**src/rtl/ntt_ctrl.sv**
```systemverilog
// ntt_ctrl -- butterfly issue sequencer for an in-place forward NTT
// (Cooley-Tukey, twiddles stored in bit-reversed psi order).
//
// Each accepted cycle issues one butterfly: the two coefficient addresses
// and the twiddle index for psi_table.  Between stages the issue stream
// pauses for BF_LATENCY cycles, so stage s+1 never reads a coefficient that
// the datapath has not yet written back.
//
// Ports
//   clk       in   1      rising-edge clock
//   rst_n     in   1      asynchronous active-low reset
//   start     in   1      request a full transform; honoured only in IDLE
//   busy      out  1      high from the cycle after accepted start through DONE
//   done      out  1      one-cycle pulse once the final stage has drained
//   bf_valid  out  1      butterfly issue valid
//   bf_ready  in   1      datapath accepts the issue (transfer = valid & ready)
//   addr_a    out  LOG_N  upper butterfly coefficient index j
//   addr_b    out  LOG_N  lower butterfly coefficient index j+t
//   psi_addr  out  LOG_N  twiddle index (1<<s)+i
//   stage     out  3      current stage s
//
// All outputs are registered from the next-state values, so no input
// reaches an output through combinational logic alone.
module ntt_ctrl #(
  parameter int LOG_N      = 5,
  parameter int BF_LATENCY = 3
) (
  input  logic             clk,
  input  logic             rst_n,
  input  logic             start,
  output logic             busy,
  output logic             done,
  output logic             bf_valid,
  input  logic             bf_ready,
  output logic [LOG_N-1:0] addr_a,
  output logic [LOG_N-1:0] addr_b,
  output logic [LOG_N-1:0] psi_addr,
  output logic [2:0]       stage
);

  localparam int KW    = LOG_N - 1;
  localparam int CNT_W = (BF_LATENCY > 0) ? $clog2(BF_LATENCY + 1) : 1;

  localparam logic [KW-1:0]    K_LAST  = {KW{1'b1}};
  localparam logic [KW-1:0]    K_ONE   = {{(KW-1){1'b0}}, 1'b1};
  localparam logic [2:0]       S_LAST  = 3'(LOG_N - 1);
  localparam logic [LOG_N-1:0] ONE_N   = {{(LOG_N-1){1'b0}}, 1'b1};
  localparam logic [CNT_W-1:0] CNT_ONE = {{(CNT_W-1){1'b0}}, 1'b1};
  localparam logic [CNT_W-1:0] CNT_LAT = CNT_W'(BF_LATENCY);

  typedef enum logic [1:0] {
    IDLE  = 2'd0,
    ISSUE = 2'd1,
    DRAIN = 2'd2,
    DONE  = 2'd3
  } state_t;

  state_t               state_r, state_s;
  logic [2:0]           s_r, s_s;
  logic [KW-1:0]        k_r, k_s;
  logic [CNT_W-1:0]     cnt_r, cnt_s;
  logic                 xfer_s;
  logic [3*LOG_N-1:0]   addr_vec_s;

  // Butterfly k of stage s: returns {addr_a, addr_b, psi_addr}.
  // With lt = LOG_N-1-s and t = 1<<lt, butterfly k belongs to group
  // i = k>>lt; the upper index inserts a zero bit at position lt of k.
  function automatic logic [3*LOG_N-1:0] bf_addr(input logic [2:0] s,
                                                 input logic [KW-1:0] k);
    logic [2:0]       lt;
    logic [LOG_N-1:0] kk, t, i, j;
    lt = S_LAST - s;
    kk = {1'b0, k};
    t  = ONE_N << lt;
    i  = kk >> lt;
    j  = (i << (lt + 3'd1)) | (kk & (t - ONE_N));
    return {j, j + t, (ONE_N << s) + i};
  endfunction

  // FSM state and stage/butterfly/drain counters.
  always_ff @(posedge clk or negedge rst_n) begin
    if (!rst_n) begin
      state_r <= IDLE;
      s_r     <= 3'd0;
      k_r     <= {KW{1'b0}};
      cnt_r   <= {CNT_W{1'b0}};
    end else begin
      state_r <= state_s;
      s_r     <= s_s;
      k_r     <= k_s;
      cnt_r   <= cnt_s;
    end
  end

  // Next-state and next-counter logic.
  always_comb begin
    state_s = state_r;
    s_s     = s_r;
    k_s     = k_r;
    cnt_s   = cnt_r;
    xfer_s  = bf_valid & bf_ready;
    case (state_r)
      IDLE: begin
        if (start) begin
          state_s = ISSUE;
          s_s     = 3'd0;
          k_s     = {KW{1'b0}};
        end else begin
          state_s = IDLE;
        end
      end
      ISSUE: begin
        if (!xfer_s) begin
          state_s = ISSUE;
        end else if (k_r != K_LAST) begin
          k_s = k_r + K_ONE;
        end else if (BF_LATENCY > 0) begin
          state_s = DRAIN;
          cnt_s   = CNT_LAT;
        end else if (s_r == S_LAST) begin
          state_s = DONE;
        end else begin
          // Zero-latency datapath: next stage starts back to back.
          s_s = s_r + 3'd1;
          k_s = {KW{1'b0}};
        end
      end
      DRAIN: begin
        if (cnt_r > CNT_ONE) begin
          cnt_s = cnt_r - CNT_ONE;
        end else if (s_r == S_LAST) begin
          state_s = DONE;
        end else begin
          state_s = ISSUE;
          s_s     = s_r + 3'd1;
          k_s     = {KW{1'b0}};
        end
      end
      DONE: begin
        state_s = IDLE;
      end
      default: begin
        state_s = IDLE;
      end
    endcase
    addr_vec_s = bf_addr(s_s, k_s);
  end

  // Registered outputs; addresses and stage read zero while idle.
  always_ff @(posedge clk or negedge rst_n) begin
    if (!rst_n) begin
      busy     <= 1'b0;
      done     <= 1'b0;
      bf_valid <= 1'b0;
      addr_a   <= {LOG_N{1'b0}};
      addr_b   <= {LOG_N{1'b0}};
      psi_addr <= {LOG_N{1'b0}};
      stage    <= 3'd0;
    end else begin
      busy     <= (state_s != IDLE);
      done     <= (state_s == DONE);
      bf_valid <= (state_s == ISSUE);
      if (state_s == IDLE) begin
        addr_a   <= {LOG_N{1'b0}};
        addr_b   <= {LOG_N{1'b0}};
        psi_addr <= {LOG_N{1'b0}};
        stage    <= 3'd0;
      end else begin
        addr_a   <= addr_vec_s[3*LOG_N-1:2*LOG_N];
        addr_b   <= addr_vec_s[2*LOG_N-1:LOG_N];
        psi_addr <= addr_vec_s[LOG_N-1:0];
        stage    <= s_s;
      end
    end
  end

endmodule

```
**config.mk**
```make
export PLATFORM = sky130hd
export DESIGN_NAME = ntt_ctrl
export DESIGN_NICKNAME = d
export VERILOG_FILES = /design/src/rtl/ntt_ctrl.sv
export SDC_FILE = /design/constraint.sdc
export NUM_CORES = 1
export LEC_CHECK = 0
export ABC_CLOCK_PERIOD_IN_PS = 5900
export CAP_MARGIN = 20
export CORE_ASPECT_RATIO = 1.4
export CORE_MARGIN = 1.5
export CORE_UTILIZATION = 40
export CTS_CLUSTER_DIAMETER = 40
export DETAILED_ROUTE_END_ITERATION = 6
export GPL_TIMING_DRIVEN = 0
export RECOVER_POWER = 25
export SETUP_SLACK_MARGIN = 0.2
export SYNTH_ARGS = -nofsm -noshare
export SYNTH_HDL_FRONTEND = slang
export SYNTH_SLANG_ARGS = --single-unit
```
**constraint.sdc**
```tcl
create_clock -name clk -period 5.9 [get_ports clk]
set_input_delay 1.18 -clock clk [delete_from_list [all_inputs] [get_ports clk]]
set_output_delay 1.18 -clock clk [all_outputs]
set_load 0.005 [all_outputs]
```
# Word level (Yosys, flattened, before mapping)
# Cells that the tools add are included.
classes:
  shift: 4
  n_reduce_logical: 5
  n_lt_le_gt_ge: 1
  mux: 24
  n_eq_ne: 10
  add_sub_neg: 8
  bitwise_logic: 3
ops:
  columns: ["operator", "count"]
  rows:
  - ["$mux W4", 5]
  - ["$mux W5", 3]
  - ["$mux W2", 7]
  - ["$mux W3", 4]
  - ["$pmux W4 S3", 1]
  - ["$add A5 B5 Y5", 2]
  - ["$shl A1 B3 Y5 const A", 2]
  - ["$pmux W2 S4", 1]
  - ["$add A3 B1 Y3 const B", 2]
  - ["$eq A2 B2 Y1 const B", 3]
  - ["$ne A2 B2 Y1 const B", 3]
  - ["$pmux W3 S2", 1]
  - ["$and A4 B5 Y5", 1]
  - ["$or A5 B5 Y5", 1]
  - ["$shl A5 B3 Y5", 1]
  - ["$shr A4 B3 Y5", 1]
  - ["$sub A5 B1 Y5 const B", 1]
  - ["$add A4 B1 Y4 const B", 1]
  - ["$eq A2 B1 Y1 const B", 2]
  - ["$logic_not A2 Y1", 2]
  - ["$ne A4 B4 Y1 const B", 1]
  - ["$pmux W2 S2", 1]
  - ["$reduce_and A4 Y1", 1]
  - ["$reduce_bool A2 Y1", 2]
  - ["6 further kinds", 6]
word_totals:
  out_inout_bits: 21
  elab_cells: 66
  input_bits: 4
  register_bits: 32

# Depth between registers and ports, before layout
# Gate-level depths: netlist of run 1.
depth:
  depth_word: 11
  mapped_depth: 22
  depth_no_buf: 22

# Worst setup path before layout of run 1
# No wires, ideal clock.
synth_timing:
  path_kind: "input to register"
  startpoint: "in start"
  endpoint: "reg addr_b[4]"
  setup_time_ns: 0.065
  t_arrival_ns: 4.397
  path_stages: 20
  path_buffers: 2
  required_time_ns: 5.835
  path_slack_ns: 1.438
  path_cell_list: "o21ba_1 > and2_1 > a2bb2oi_4 > buf_6 > nor2_1 > ha_1 > clkbuf_1 > nand3_1 > ha_1 > xor2_1 > nand2_1 > o221ai_1 > and2_1 > ha_1 > a21o_1 > a21oi_1 > xor2_1 > nand2_1 > a21o_1 > nand2_1"
synth_via:
  elab_chain_cells: 9
  word_cells_on_any_way: 17
  cone_classes: "add/sub (4); shift (3); mux (7); bitwise (2); reduce/logical (1)"
synth_rtl:
  columns: ["element", "line", "source"]
  rows:
  - ["start, declared", "30", "input logic start,"]
  - ["$mux W3 *", "104", "if (start) begin"]
  - ["$pmux W3 S2 *", "102", "case (state_r)"]
  - ["net s_s[0]", "59", "logic [2:0] s_r, s_s;"]
  - ["$sub A3 B3 Y3 *", "72", "lt = S_LAST - s;"]
  - ["$shl A1 B3 Y5", "74", "t = ONE_N << lt;"]
  - ["$sub A5 B1 Y5", "76", "j = (i << (lt + 3'd1)) | (kk & (t - ONE_N));"]
  - ["$and A4 B5 Y5", "76", null]
  - ["$or A5 B5 Y5", "76", null]
  - ["$add A5 B5 Y5 *", "77", "return {j, j + t, (ONE_N << s) + i};"]
  - ["$mux W5 *", "163", "if (state_s == IDLE) begin"]
  - ["end signal, assigned", "156", "addr_b <= {LOG_N{1'b0}};"]
  - ["end signal, assigned", "165", "addr_b <= {LOG_N{1'b0}};"]
  - ["end signal, assigned", "170", "addr_b <= addr_vec_s[2*LOG_N-1:LOG_N];"]
  - ["end, declared", "36", "output logic [LOG_N-1:0] addr_b,"]
# The timed path passes the listed nets; every way through them passes the cells marked *.
# A chain may end at the register's enable or synchronous reset.

# Worst setup path after layout of run 1
# Ends and elaborated chain as after synthesis.

==> results of run 1 <==
[worst max-delay path, cell delays in order]
cell and delay, ps:
clkdlybuf4s50_1 460, o21ba_1 200, nand2b_1 150, and3_1 200
inv_1 210, nor2_1 110, ha_1 400, clkbuf_1 350
nand3_1 180, ha_1 250, xor2_1 150, nand2_1 80
o221ai_1 130, and2_1 170, ha_1 310, a21o_1 170
a21oi_1 280, xor2_1 210, nand2_1 80, a21o_1 150
nand2_1 50
[where the power goes]
part	switching, uW	leakage (uW)	internal, uW
clock network	82.1	0.0000400	79.7
logic	312	0.000827	285
registers	39.7	0.000393	289
[layout by cell type, fill, tap and decap left out, types with 6 or more instances in the layout]
| master | count |
|---|---|
| dfrtp_1 | 32 |
| nand2_1 | 24 |
| clkdlybuf4s50_1 | 23 |
| nor2_1 | 21 |
| inv_1 | 19 |
| ha_1 | 19 |
| and2_1 | 11 |
| a21oi_1 | 10 |
| a21o_1 | 7 |
| nand2b_1 | 6 |
[cells by family after synthesis]
kind of cell / share of synthesized area
AND/OR/NAND/NOR: 0.217
AO/OA/AOI/OAI: 0.202
flip-flops: 0.359
buffers and inverters: 0.0571
adder cells (fa/ha/maj): 0.124
XOR/XNOR: 0.0314
multiplexers: 0.00896
[metrics by stage]
stage	total power, uW	cell area (sq um)	setup WS [ps]
floorplan	729	2230	1440
global placement	928	2560	399
detailed placement	933	2550	382
CTS	1100	2640	662
global route	1190	2630	334
finish	1090	2630	633
[metal layers]
metal | vias up | track usage
li1 | 907 | -
met1 | 881 | 0.219
met2 | 38 | 0.317
met3 | 15 | 0.0347
met4 | 0 | 0.0901
met5 | - | 0
[cell type report]
| cell class | count | area, sq um |
|---|---|---|
| repair buffers | 24 | 234 |
| inverters | 22 | 83.8 |
| flip-flops and latches | 32 | 801 |
| fillers | 565 | 2810 |
| multi-input cells | 178 | 1310 |
| clock buffers | 5 | 68.8 |
| well taps | 68 | 85.1 |
| clock inverters | 2 | 12.5 |
| plain buffers | 8 | 43.8 |
[registers in the layout, summed over array words and instances, names as in the netlist]
register / cells
addr_a: 5
addr_b: 5
psi_addr: 5
k_r: 4
s_r: 3
stage: 3
cnt_r: 2
state_r: 2
bf_valid: 1
busy: 1
done: 1
[worst max path at each step]
stage / to / slack [ps] / cells past startpoint
global route: addr_b[4] / 330 / 21
finish: addr_b[4] / 630 / 21
floorplan: addr_b[4] / 1440 / 20
detailed placement: addr_b[4] / 380 / 21
global placement: addr_b[4] / 400 / 21
CTS: addr_b[4] / 660 / 21
==> results.py, run 1 <==
metrics = {
    "route": {
        "viasPerCell": 5.43,
        "route.detailed.drc": 0,
        "wl_met2_mm": 2.69,
        "drtIter0Drc": 107,
        "met3WireLength_um": 157,
        "routed_wl_mm": 5.11,
        "vias": 1841,
        "dr.pass1.iters": 4,
        "wl_per_cell_um": 15.1,
        "ant_nets": 0,
        "met1Wirelength_mm": 2.08,
        "top_layer_used": "met4",
    },
    "hold_path": {
        "hp-class": "reg2reg",
        "holdPathStages": 2,
        "holdPathEnd": "cnt_r[1]",
        "hp-start": "cnt_r[1]",
    },
    "final_layout": {
        "area_growth_syn_to_layout_pct": 17.9,
        "post-route-util": 0.484,
        "final_cell_count_no_fill": 339,
        "drive_gt1_frac": 0.0959,
        "nets": 296,
        "antenna_cells": 0,
    },
    "clock_tree": {
        "insertion_delay_ps": 290,
        "cts_resized": 0,
        "clkSlewWorstSetupHoldPaths_ps": 70,
        "h-tree-depth": 2,
        "clock_path_buffers": 2,
        "cts-root-buf": "clkbuf_8",
        "post_cts_buffers": 0,
        "tritoncts": "done",
        "cts.sinks": 32,
        "hold_buffers": 0,
        "numCtsBuffers": 5,
    },
    "run": {
        "maxCapViolations": 1,
    },
    "placed_design": {
        "placed_cells": 332,
        "port_buffers": 24,
        "place_congestion": 0.864,
        "dp_hpwl_mm": 3.96,
    },
    "grt": {
        "antenna_found_initial": 0,
        "grt_overflow": 0,
        "grt_max_degree": 33,
        "first_global_vias": 1863,
        "grt_pass1_wl_mm": 8.71,
        "grtUsageTotal": 0.186,
    },
    "timing": {
        "period_minus_slack_ps": 5270,
        "rsz0062_at_grt": "false",
        "fin_crit_sh": 0.893,
        "report.final.slew_viol_count": 33,
        "fmax_ghz": 0.190,
        "hold_ws_ps": 591,
        "tns_ps": 0,
        "skew_ps": 5.29,
        "hold_viol_final": 0,
        "setup_viol_count_final": 0,
        "worstMarginPinSlew_ps": 1740,
        "slew_headroom": -0.162,
    },
    "logic_synthesis": {
        "yosysTopAreaCell": "dfrtp_1",
        "ys_types": 59,
        "yosys-top-cells-count": "32 x dfrtp_1, 24 x nand2_1, 21 x nor2_1, 19 x ha_1, 19 x inv_1",
        "avgSynthCellArea_sq_um": 9.31,
        "synthArstFlopShare": 1.00,
        "ys.flop_type": "dfrtp_1",
        "yosys_warnings": 0,
        "synth_edf_count": 0,
        "synthesis.nets": 265,
        "ys_seq_area_frac": 0.359,
        "netlist_area_sq_um": 2230,
        "synthTopCellsByArea": "dfrtp_1 36%, ha_1 11%, nand2_1 4.0%",
        "ys_seq_elements": 32,
        "yosysTopAreaCellShare": 0.359,
        "synth.most_common_cell": "dfrtp_1",
        "synthCells": 240,
    },
    "pwr": {
        "ir_worst_vdd_mv": 0.186,
        "p_leak_uw": 0.00126,
        "powerDensity_nw_per_um2": 413,
    },
    "die": {
        "die_w_um": 66.2,
        "die_y_um": 91.4,
        "dieArea_sq_um": 6050,
        "rows": 32,
        "core-area_sq_um": 5450,
        "boundaryPins": 25,
        "start_util": 0.410,
    },
    "status": {
        "status": "finished, violations left",
        "violations": "max-capacitance violations, max-slew violations",
    },
    "setup_path": {
        "r2r-end": "addr_b[4]",
        "critPathRequiredTime_ps": 6120,
        "timing_worst_setup_path_type": "in2reg",
        "ff2ff_path_depth": 22,
        "endpoint_kind": "flip-flop",
        "crit_arrival_ps": 5490,
        "timing.rr.start": "cnt_r[1]",
        "startpoint": "start",
        "r2r_setup_slack_ps": 1150,
        "start_kind": "primary input",
        "path_max_fanout": 10,
    },
}
Power figures use the tool's default switching activity.
==> run 2: changes to the inputs <==
--- a/config.mk
+++ b/config.mk
@@ -12,7 +12,6 @@
 export CORE_UTILIZATION = 40
 export CTS_CLUSTER_DIAMETER = 40
 export DETAILED_ROUTE_END_ITERATION = 6
-export GPL_TIMING_DRIVEN = 0
 export RECOVER_POWER = 25
 export SETUP_SLACK_MARGIN = 0.2
 export SYNTH_ARGS = -nofsm -noshare
==> run 2 against run 1 <==
Effect of this change: the flow still finishes with violations (max-capacitance violations, max-slew violations); flip-flop and latch count is the same; clock power grew 44%; sequential power grew 4%; critical path depth shrank 4; design area grew 0.43%; combinational power shrank 2%; via count shrank 0.60%; critical endpoint unchanged; largest cell class unchanged.
==> results.py, run 2 (synthesis gave the netlist of run 1 again) <==
metrics = {
    "timing": {
        "skew_ps": 4.95,
        "setup_viol_count_final": 0,
        "worstMarginPinSlew_ps": 1740,
        "rsz0062_at_grt": "false",
        "fin_crit_sh": 0.838,
        "fmax_ghz": 0.202,
        "report.final.slew_viol_count": 33,
        "slew_headroom": -0.159,
        "hold_viol_final": 0,
        "period_minus_slack_ps": 4950,
        "tns_ps": 0,
    },
    "placed_design": {
        "port_buffers": 24,
        "place_congestion": 0.826,
        "dp_hpwl_mm": 3.83,
    },
    "final_layout": {
        "drive_gt1_frac": 0.0868,
        "area_growth_syn_to_layout_pct": 18.4,
        "largest_registers": "addr_a: 5 flops, addr_b: 5 flops, psi_addr: 5 flops",
        "post-route-util": 0.486,
        "nets": 289,
        "antenna_cells": 0,
        "final_cell_mix": "32 x dfrtp_1, 24 x nand2_1, 23 x clkdlybuf4s50_1, 21 x nor2_1",
        "final_common_cell": "dfrtp_1",
    },
    "route": {
        "dr.pass1.iters": 4,
        "vias": 1830,
        "drtIter0Drc": 109,
        "routed_wl_mm": 5.15,
        "ant_nets": 0,
        "route.detailed.drc": 0,
        "viasPerCell": 5.50,
        "wl_per_cell_um": 15.5,
    },
    "pwr": {
        "power.internal_uw": 719,
        "p_leak_uw": 0.00127,
        "pwr-share-comb": 0.506,
        "ir_worst_vdd_mv": 0.180,
        "powerDensity_nw_per_um2": 439,
        "p_switching_uw": 441,
        "p_seq_frac": 0.294,
        "p_sw_frac": 0.380,
        "power_frac_clock": 0.201,
    },
    "clock_tree": {
        "tritoncts": "done",
        "insertion_delay_ps": 280,
        "hold_buffers": 0,
        "clkSlewWorstSetupHoldPaths_ps": 70,
        "cts_resized": 0,
        "h-tree-depth": 2,
        "post_cts_buffers": 0,
        "cts.sinks": 32,
        "numCtsBuffers": 5,
        "cts-root-buf": "clkbuf_8",
        "clock_path_buffers": 2,
    },
    "grt": {
        "grt_overflow": 0,
        "first_global_vias": 1800,
        "grt_pass1_wl_mm": 8.47,
        "antenna_found_initial": 0,
        "grtUsageTotal": 0.183,
        "grt_max_degree": 33,
    },
    "setup_path": {
        "r2r-end": "addr_b[4]",
        "cp_cell_sequence": "clkdlybuf4s50_1 > o21ba_1 > and2_1 > a2bb2oi_4 > nor2_1 > ha_1 > ha_1 > nand2_1 > o32ai_2 > ha_1 > fa_1 > a21o_1 > a21oi_1 > xor2_1 > nand2_1 > a21o_1 > nand2_1",
        "path_max_fanout": 15,
        "crit_arrival_ps": 5170,
        "slowest_stage": "ha_1",
        "critPathRequiredTime_ps": 6130,
        "timing.rr.start": "cnt_r[1]",
        "endpoint_kind": "flip-flop",
        "r2r_setup_slack_ps": 1470,
        "cp_top_family": "adder cells",
        "timing_worst_setup_path_type": "in2reg",
        "start_kind": "primary input",
        "ff2ff_path_depth": 18,
        "critical_path_buf_inv_count": 1,
        "critPathMaxStageDelay_ps": 550,
    },
    "run": {
        "maxCapViolations": 1,
    },
    "hold_path": {
        "hp-start": "cnt_r[1]",
        "hp-class": "reg2reg",
        "holdPathEnd": "cnt_r[1]",
        "holdPathStages": 2,
    },
    "status": {
        "violations": "max-capacitance violations, max-slew violations",
        "status": "finished, violations left",
    },
    "die": {
        "dieArea_sq_um": 6050,
        "core-area_sq_um": 5450,
        "boundaryPins": 25,
        "die_w_um": 66.2,
        "start_util": 0.410,
        "rows": 32,
        "die_y_um": 91.4,
    },
}
==> run 2: worst max-delay path by stage <==
stage           from   endpoint  slack (ps)  cells past startpoint
2_1_floorplan  start  addr_b[4]        1440                     20
3_3_place_gp   start  addr_b[4]         750                     17
3_5_place_dp   start  addr_b[4]         690                     17
4_1_cts        start  addr_b[4]         980                     17
5_1_grt        start  addr_b[4]         660                     18
6_report       start  addr_b[4]         950                     17
==> run 2: metal layers <==
layer	GRT usage	wire (um)	up-vias
met2	0.301	2630	38
li1	-	-	894
met4	0.107	235	0
met3	0.0359	160	17
met5	0	0	-
met1	0.214	2120	881
==> run 2: cell type report <==
cell class	instances	area (sq um)
Clock buffer	7	96.3
Clock inverter	1	30.0
Fill cell	545	2800
Inverter	22	83.8
Multi-Input combinational cell	178	1310
Sequential cell	32	801
Tap cell	68	85.1
Timing Repair Buffer	25	244
==> run 2: power by group through the flow <==
| stage | clock network, uW | registers (uW) | logic (uW) |
|---|---|---|---|
| floorplan | 0 | 332 | 397 |
| global placement | 0 | 344 | 584 |
| detailed placement | 0 | 345 | 586 |
| CTS | 242 | 341 | 590 |
| global route | 251 | 348 | 653 |
| finish | 233 | 341 | 587 |
==> run 2: tightest hold or removal path, cell delays in order, from the launching register on <==
cell and delay [ps]:
dfrtp_1 390, o21ai_0 100, o21ai_0 70
==> run 2: stage by stage <==
step                instance area [sq um]  hold WS, ps  setup WS, ps  instances  power, uW
floorplan                            2230          519          1440        240        729
global placement                     2520          553           747        325        929
detailed placement                   2520          575           691        325        931
CTS                                  2650          592           984        333       1170
global route                         2650          598           659        333       1250
finish                               2650          586           955        333       1160
